[config.mk]
export PLATFORM = sky130hd
export DESIGN_NAME = bcd_down60
export DESIGN_NICKNAME = d
export VERILOG_FILES = /design/src/rtl/bcd_down60.sv
export SDC_FILE = /design/constraint.sdc
export NUM_CORES = 1
export LEC_CHECK = 0
export ABC_CLOCK_PERIOD_IN_PS = 1500
export BUFFER_PORTS_ARGS = -buffer_cell sky130_fd_sc_hd__buf_2
export CELL_PAD_IN_SITES_DETAIL_PLACEMENT = 1
export CELL_PAD_IN_SITES_GLOBAL_PLACEMENT = 1
export CORE_AREA = 2 2 51 53
export DETAILED_ROUTE_END_ITERATION = 6
export DIE_AREA = 0 0 53 55
export PLACE_DENSITY = 0.74
export SYNTH_ARGS = -nofsm -noshare
export SYNTH_HDL_FRONTEND = slang
export SYNTH_SLANG_ARGS = --single-unit
[constraint.sdc]
create_clock -name clk -period 1.5 [get_ports clk]
set_input_delay 0.15 -clock clk [delete_from_list [all_inputs] [get_ports clk]]
set_output_delay 0.15 -clock clk [all_outputs]
set_load 0.01 [all_outputs]
[src/rtl/bcd_down60.sv]
// Mod-60 packed-BCD down-counter with validated parallel load, borrow-out on
// the 00 -> 59 wrap, and an optional stop-at-zero mode that raises done.
module bcd_down60 #(
  parameter bit         STOP_AT_ZERO = 1'b0,
  parameter logic [7:0] RESET_VAL    = 8'h00
) (
  input  logic       clk,
  input  logic       rst,
  input  logic       en,
  input  logic       load,
  input  logic [7:0] load_val,
  output logic [7:0] count,
  output logic       bo,
  output logic       done,
  output logic       load_err
);

  logic [7:0] count_reg, count_next;
  logic       bo_reg, bo_next;
  logic       load_err_reg, load_err_next;
  logic [1:0] load_digit_ok;
  logic [1:0] count_digit_ok;
  logic       load_valid;
  logic       count_valid;
  logic [3:0] units;
  logic [3:0] tens;

  // Digit 0 is units (0-9), digit 1 is tens (0-5).
  generate
    for (genvar gi = 0; gi < 2; gi++) begin : g_digit
      localparam logic [3:0] DIGIT_MAX = (gi == 0) ? 4'd9 : 4'd5;
      assign load_digit_ok[gi]  = (load_val[4*gi +: 4] <= DIGIT_MAX);
      assign count_digit_ok[gi] = (count_reg[4*gi +: 4] <= DIGIT_MAX);
    end
  endgenerate

  assign load_valid  = &load_digit_ok;
  assign count_valid = &count_digit_ok;
  assign units       = count_reg[3:0];
  assign tens        = count_reg[7:4];

  always_comb begin
    count_next    = count_reg;
    bo_next       = 1'b0;
    load_err_next = 1'b0;
    if (load) begin
      if (load_valid) begin
        count_next = load_val;
      end else begin
        load_err_next = 1'b1;
      end
    end else if (en) begin
      // A non-BCD count can only come from a fault; recover to the top value.
      if (!count_valid) begin
        count_next = 8'h59;
      end else if (units != 4'd0) begin
        count_next = {tens, units - 4'd1};
      end else if (tens != 4'd0) begin
        count_next = {tens - 4'd1, 4'd9};
      end else if (!STOP_AT_ZERO) begin
        count_next = 8'h59;
        bo_next    = 1'b1;
      end
    end
  end

  always_ff @(posedge clk) begin
    if (rst) begin
      count_reg    <= RESET_VAL;
      bo_reg       <= 1'b0;
      load_err_reg <= 1'b0;
    end else begin
      count_reg    <= count_next;
      bo_reg       <= bo_next;
      load_err_reg <= load_err_next;
    end
  end

  assign count    = count_reg;
  assign bo       = bo_reg;
  assign load_err = load_err_reg;
  assign done     = STOP_AT_ZERO && (count_reg == 8'h00);

endmodule

==> reports/metrics.yaml, run 1 <==
final_cell_area_um2: 1144
firstDrtPassIters: 3
critPathLaunchType: "register"
period_share: 1.065
chipHeight_um: 55
pwr-share-seq: 0.325
syn_area_um2: 730.7
synth_top_flop_cell: "dfxtp_1"
drc: 0
die_x_um: 53
worstHoldPathType: "in -> reg"
routedWlPerCell_um: 16.29
p_total_uw: 970.1
globalplace.congestion: 0.7395
p_int_uw: 608.8
mostFrequentLayoutCells: "buf_2, buf_4, a21oi_1, nor2_1, dfxtp_1"
finalMaxSlewViolations: 0
synth_async_sr_flop_share: 0
dp_slack_ns: -0.1201
power.switching_uw: 361.4
clkTransAtPathRegs_ns: 0.07
critPathMaxStageDelay_ns: 0.38
crit_buf_inv: 1
cts_tree: "yes"
areaGrowthSynthToFinish_pct: 56.51
io_buffers: 21
setup_slack_ns: -0.09706
skew_ns: 0.004459
end_kind: "register"
min_period_ns: 1.597
dpl_cell_area_um2: 1067
cp_data_arrival_time_ns: 1.78
nNetsFinal: 138
postSynthAreaPerCell_um2: 9.021
synth_edf_count: 0
grt_overflow: 0
reg2reg_slack_ns: -0.1
largest_register_ffs: 8
ys_seq_area_frac: 0.2740
n_antenna_cell: 0
finalHoldViolCount: 0
postCtsHoldBufs: 0
leakagePower_nw: 0.4971
final_antenna_net_count: 0
netSwitchingFraction: 0.3725
htree_levels: 1
power_frac_comb: 0.465
path_cells: "inv_4 > ha_4 > nand2b_4 > or2_4 > nor4_4 > nor2_2 > a221oi_2"
synth.distinct_cells: 43
antenna_found_initial: 0
grt_pass1_wl_um: 4008
path_delay_family: "simple AND/OR/NAND/NOR gates"
clkSinkCount: 10
ios: 23
synth_fp_nets: 98
vias: 774
std_cell_rows: 18
ir_worst_vdd_mv: 0.4403
p_per_area_nw_per_um2: 848.3
worstSetupPathType: "reg -> reg"
drtIter0Drc: 4
outcome: "finished, violations left"
finalSetupViolations: 4
drt_wl_total_um: 2443
syn_inst: 81
cpMaxStageDelayCell: "dfxtp_4"
grtUsageTotal: 0.1951
vias_per_cell: 5.160
core_region_area_um2: 2365
nFillCells: 298
clock-root-buffer: "clkbuf_4"
start_util: 0.3090
numCtsBuffers: 3
fin_util: 0.4836
cts_buffer_depth: 2
hpwlAfterDp_um: 1737
grt_setup_unrepaired: "yes"
power.share.clock: 0.210
dieArea_um2: 2915
violations: "setup timing"
fmax_mhz: 626.2
mostFrequentLayoutCell: "buf_2"
critPathRequiredTime_ns: 1.68
grt_pass1_vias: 856
drv_cap: 0
ys_warn_count: 0
grt_max_degree: 11
ys_seq_elements: 10
path_max_fanout: 9
clock_latency_ns: 0.27
layout-drive-gt1-share: 0.6083
## cell usage after synthesis (all sizes together), types with 2 or more instances
master | count | area, um^2
ha | 5 | 62.56
a21oi | 9 | 45.04
nand2b | 2 | 12.51
nor2 | 8 | 32.54
dfxtp | 10 | 200.2
or2 | 2 | 15.02
a221oi | 4 | 58.81
a31oi | 2 | 27.53
inv | 6 | 22.52
nand2 | 2 | 7.510
nor4 | 2 | 27.53
o21ai | 2 | 10.01
a21o | 4 | 40.04
nor2b | 2 | 12.51
buf | 3 | 23.77
## cell families (layout without fill, tap and decap cells)
| group | count (synthesis) | in the layout | synth area share |
|---|---|---|---|
| fa+ha+maj | 5 | 5 | 0.08562 |
| other cells | 1 | 1 | 0.005132 |
| flops | 10 | 10 | 0.2740 |
| simple gates | 28 | 28 | 0.2466 |
| xor+xnor | 1 | 1 | 0.01199 |
| compound gates | 26 | 26 | 0.3082 |
| buf+inv | 10 | 49 | 0.06848 |
## stage by stage
| stage | hold WS, ns | instances | TNS, ns |
|---|---|---|---|
| 4_1_cts | 0.1538 | 149 | -0.3527 |
| 6_report | 0.1528 | 150 | -0.2304 |
| 3_5_place_dp | 0.4408 | 145 | -0.3669 |
| 5_1_grt | 0.1480 | 150 | -0.8086 |
| 2_1_floorplan | 0.3022 | 81 | -0.008592 |
| 3_3_place_gp | 0.4244 | 145 | -0.1655 |
## layout make-up
cell class / instances / area [um^2] / share of cell area
clock buffers: 3 / 22.52 / 0.01969
inverters: 6 / 30.03 / 0.02626
flip-flops and latches: 10 / 210.2 / 0.1838
clock inverters: 1 / 3.754 / 0.003282
repair buffers: 39 / 244.0 / 0.2133
multi-input cells: 61 / 595.6 / 0.5208
well taps: 30 / 37.54 / 0.03282
## final timing paths
kind                            cells after the start                     to             startpoint
worst max register to register                      7  count[5]$_SDFFE_PP0P_  count[0]$_SDFFE_PP0P_
worst min register to register                      3  count[7]$_SDFFE_PP0P_  count[7]$_SDFFE_PP0P_
worst min-delay path                                3  count[5]$_SDFFE_PP0P_            load_val[5]
worst max-delay path                                7  count[5]$_SDFFE_PP0P_  count[0]$_SDFFE_PP0P_
## worst min-delay path: cells and delay by family
kind / cells / cell delay, ns
AO/OA/AOI/OAI: 1 / 0.05
buffers and inverters: 1 / 0.11
AND/OR/NAND/NOR: 1 / 0.07
## power by group through the flow
stage,sequential [mW],combinational [mW],clock (mW)
after floorplan,0.335,0.245,0
after global placement,0.319,0.384,0
after detailed placement,0.321,0.394,0
after CTS,0.316,0.415,0.209
after global routing,0.320,0.489,0.230
final,0.315,0.451,0.204
## metal layers
| metal | global-route usage | vias to the layer above | part of all wire | wire length (um) |
|---|---|---|---|---|
| met5 | 0 | - | 0 | 0 |
| met4 | 0.07692 | 0 | 0.022 | 53 |
| met3 | 0.04301 | 8 | 0.049 | 120 |
| met2 | 0.3625 | 23 | 0.52 | 1260 |
| met1 | 0.2166 | 368 | 0.41 | 1010 |
| li1 | - | 375 | - | - |
## timing repair
item	in CTS	in global routing
buffers inserted	0	1
setup endpoints to repair	6	8
endpoints found under the hold margin	0	0
resized for setup	2	7
No activity file was read; power rests on OpenSTA's default activity.
==> run 2: changes to the inputs <==
==> config.mk (replaced) <==
export PLATFORM = sky130hd
export DESIGN_NAME = bcd_down60
export DESIGN_NICKNAME = d
export VERILOG_FILES = /design/src/rtl/bcd_down60.sv
export SDC_FILE = /design/constraint.sdc
export NUM_CORES = 1
export LEC_CHECK = 0
export ABC_AREA = 1
export ABC_CLOCK_PERIOD_IN_PS = 1500
export BUFFER_PORTS_ARGS = -buffer_cell sky130_fd_sc_hd__buf_2
export CELL_PAD_IN_SITES_DETAIL_PLACEMENT = 1
export CELL_PAD_IN_SITES_GLOBAL_PLACEMENT = 1
export CORE_AREA = 2 2 54 56
export DETAILED_ROUTE_END_ITERATION = 6
export DIE_AREA = 0 0 56 58
export PLACE_DENSITY = 0.75
export REMOVE_ABC_BUFFERS = 1
export SYNTH_ARGS = -nofsm -noshare
export SYNTH_HDL_FRONTEND = slang
export SYNTH_SLANG_ARGS = --single-unit
==> run 2 against run 1 <==
The run now ends clean. Sequential cell count unchanged. Global-route usage down 3.5 points. Clock-buffer cell count grew 1. Via count up 13%. Fmax is 11% higher. Non-clock buffer count down 5. Synthesized area rose by 8.9%. Sequential share of layout area increased by 0.081 points. Setup slack improved by 0.15 ns. Core utilization shrank 5.6 points. Combinational power grew 15%.
==> reports/metrics.yaml, run 2 <==
htree_levels: 1  # unchanged
fmax_mhz: 692.3  # +11%
hpwlAfterDp_um: 1882  # +8.3%
nNetsFinal: 178  # +29%
grt.met2_usage: 0.3059  # -0.05662
outcome: "finished, final reports clean"
end_kind: "register"
grt_pass1_wl_um: 4112  # +2.6%
grt_pass1_vias: 926  # +8.2%
r2r_cells: 10  # +3
syn_area_um2: 795.8  # +8.9%
die_x_um: 56  # +5.7%
vias: 876  # +13%
ir_worst_vdd_mv: 0.4685  # +6.4%
whs_path_depth: 2  # -1
period_share: 0.9630  # -0.1017
dieArea_um2: 3248  # +11%
p_int_uw: 668.8  # +9.9%
postCtsHoldBufs: 0  # unchanged
mostFrequentLayoutCells: "nand2_1, buf_2, nor2_1, inv_1, buf_4"
clock-root-buffer: "clkbuf_4"
power_frac_comb: 0.467  # +0.002
skew_ns: 0.0007611  # -0.003698 ns
grtUsageMet3: 0.02679  # -0.01623
io_buffers: 21  # unchanged
start_util: 0.2989  # -0.01012
ys_seq_area_frac: 0.2516  # -0.02240
core_region_area_um2: 2663  # +13%
n_antenna_cell: 0  # unchanged
synth.top_cell.area_share: 0.2516  # -0.02240
clkTransAtPathRegs_ns: 0.07  # about the same
areaGrowthSynthToFinish_pct: 43.08
ys_warn_count: 0  # unchanged
grt_max_degree: 9  # -2
final_antenna_net_count: 0  # unchanged
min_period_ns: 1.444  # -0.1526 ns
globalplace.congestion: 0.8010  # +8.3%
worst_hold_slack_ns: 0.05154  # -0.1013 ns
cts_buffer_depth: 2  # unchanged
layout-drive-gt1-share: 0.4688  # -0.1396
yosys.cell_count.top_type: "nand2_1"
grtUsageTotal: 0.1605  # -0.03459
dp_slack_ns: -0.05887  # +0.06127 ns
largest_register_ffs: 8  # unchanged
critPathLaunchType: "register"
worstSetupPathType: "reg -> reg"
finalMaxSlewViolations: 0  # unchanged
synth_async_sr_flop_share: 0  # unchanged
grt_setup_unrepaired: "yes"
vias_per_cell: 4.586  # -11%
cts_tree: "yes"
worstHoldPathType: "in -> reg"
synthTopCellsByArea: "dfxtp_1, nand2_1, nor2_1"
dp_cells: 179  # +23%
netSwitchingFraction: 0.3972  # +0.02469
ios: 23  # unchanged
synth_top_flop_cell: "dfxtp_1"
postSynthAreaPerCell_um2: 6.417  # -29%
drv_cap: 0  # unchanged
synth_edf_count: 0  # unchanged
ys_seq_elements: 10  # unchanged
synth_top_area_cell: "dfxtp_1"
power.share.clock: 0.234  # +0.024
grt_overflow: 0  # unchanged
std_cell_rows: 19  # +1
p_per_area_nw_per_um2: 974.4  # +15%
power.switching_uw: 440.7  # +22%
pwr-share-seq: 0.299  # -0.026
numCtsBuffers: 3  # unchanged
finalHoldViolCount: 0  # unchanged
routedWlPerCell_um: 13.48  # -17%
setup_slack_ns: 0.05551  # +0.1526 ns
final_cells: 191  # +27%
yosys-top-cells-count: "nand2_1, nor2_1, inv_1"
synth.distinct_cells: 23  # -47%
drt_wl_total_um: 2574  # +5.4%
busiest_layer: "met2"
nFillCells: 353  # +18%
finalSetupViolations: 0  # -4
mostFrequentLayoutCell: "nand2_1"
clkSinkCount: 10  # unchanged
cp_data_arrival_time_ns: 1.62  # -0.16 ns
drtIter0Drc: 10  # +6
use_met1: 0.1847  # -0.03193
critPathRequiredTime_ns: 1.67  # about the same
firstDrtPassIters: 3  # unchanged
drc: 0  # unchanged
chipHeight_um: 58  # +5.5%
syn_inst: 124  # +53%
clock_latency_ns: 0.27  # about the same
antenna_found_initial: 0  # unchanged
path_max_fanout: 8  # -1
leakagePower_nw: 0.5830  # +17%
-- run 2: cell types whose count changed after synthesis, moves of 3 or more --
cell and delta:
a21oi_1 -5, inv_1 +11, nand2_1 +29, nand2_2 +4
nand3_1 +5, nor2_1 +15, nor2_2 +3
-- run 2: area by class of cell --
class | count | area, um^2 | area share
clock buffers | 4 | 36.28 | 0.03187
well taps | 31 | 38.79 | 0.03407
multi-input cells | 94 | 576.8 | 0.5066
repair buffers | 34 | 206.4 | 0.1813
flip-flops and latches | 10 | 210.2 | 0.1846
inverters | 18 | 70.07 | 0.06154
-- run 2: stage by stage --
step / TNS, ns / utilization / total power, mW / area (um^2)
finish: 0 / 0.4276 / 1.109 / 1139
global route: -0.2653 / 0.4276 / 1.200 / 1139
CTS: 0 / 0.3835 / 1.027 / 1021
detailed placement: -0.1894 / 0.3600 / 0.7470 / 958.4
global placement: -0.01453 / 0.3600 / 0.7285 / 958.4
floorplan: 0 / - / 0.5982 / 777.0
-- run 2: critical path, cell delays in order, from the launching register on --
cell      delay, ns
dfxtp_2        0.33
inv_2          0.08
ha_1           0.17
nand3b_1       0.13
nand2_2        0.08
nor2_4         0.19
nand2_4        0.10
nand2_8        0.11
nand2_2        0.05
nand2_1        0.07
nor2_2         0.03
-- run 2: routing by layer --
metal	vias up	share of wire
li1	446	-
met1	406	0.41
met2	20	0.53
met3	4	0.040
met4	0	0.015
met5	-	0
-- run 2: worst paths after layout --
kind	slack (ns)	from	end
setup / recovery	0.06	count[5]$_SDFFE_PP0P_	count[4]$_SDFFE_PP0P_
setup reg to reg	0.06	count[5]$_SDFFE_PP0P_	count[4]$_SDFFE_PP0P_
hold / removal	0.05	rst	count[3]$_SDFFE_PP0P_
hold reg to reg	0.57	count[3]$_SDFFE_PP0P_	count[3]$_SDFFE_PP0P_
-- run 2: repair_timing --
item / CTS / global route
pin swaps: 1 / 6
cloned: 0 / 0
gates resized for setup: 3 / 26
setup buffers: 3 / 5
setup endpoints to repair: 5 / 9
-- run 2: cells by family (layout without fill, tap and decap cells) --
family                     Yosys count  count (layout)  share of synthesized area
AOI/OAI and AO/OA                    9               9                    0.07076
xor gates and xnor gates             1               1                    0.01101
adders and majority gates            5               5                    0.07862
buffers and inverters               20              56                     0.1085
DFF                                 10              10                     0.2516
other                                1               1                   0.004712
and+or+nand+nor                     78              78                     0.4748
-- run 2: power by group through the flow --
stage / sequential [mW] / clock (mW) / combinational, mW
final: 0.332 / 0.259 / 0.518
after global routing: 0.338 / 0.281 / 0.581
after CTS: 0.326 / 0.265 / 0.436
after detailed placement: 0.330 / 0 / 0.417
after global placement: 0.327 / 0 / 0.401
after floorplan: 0.338 / 0 / 0.260
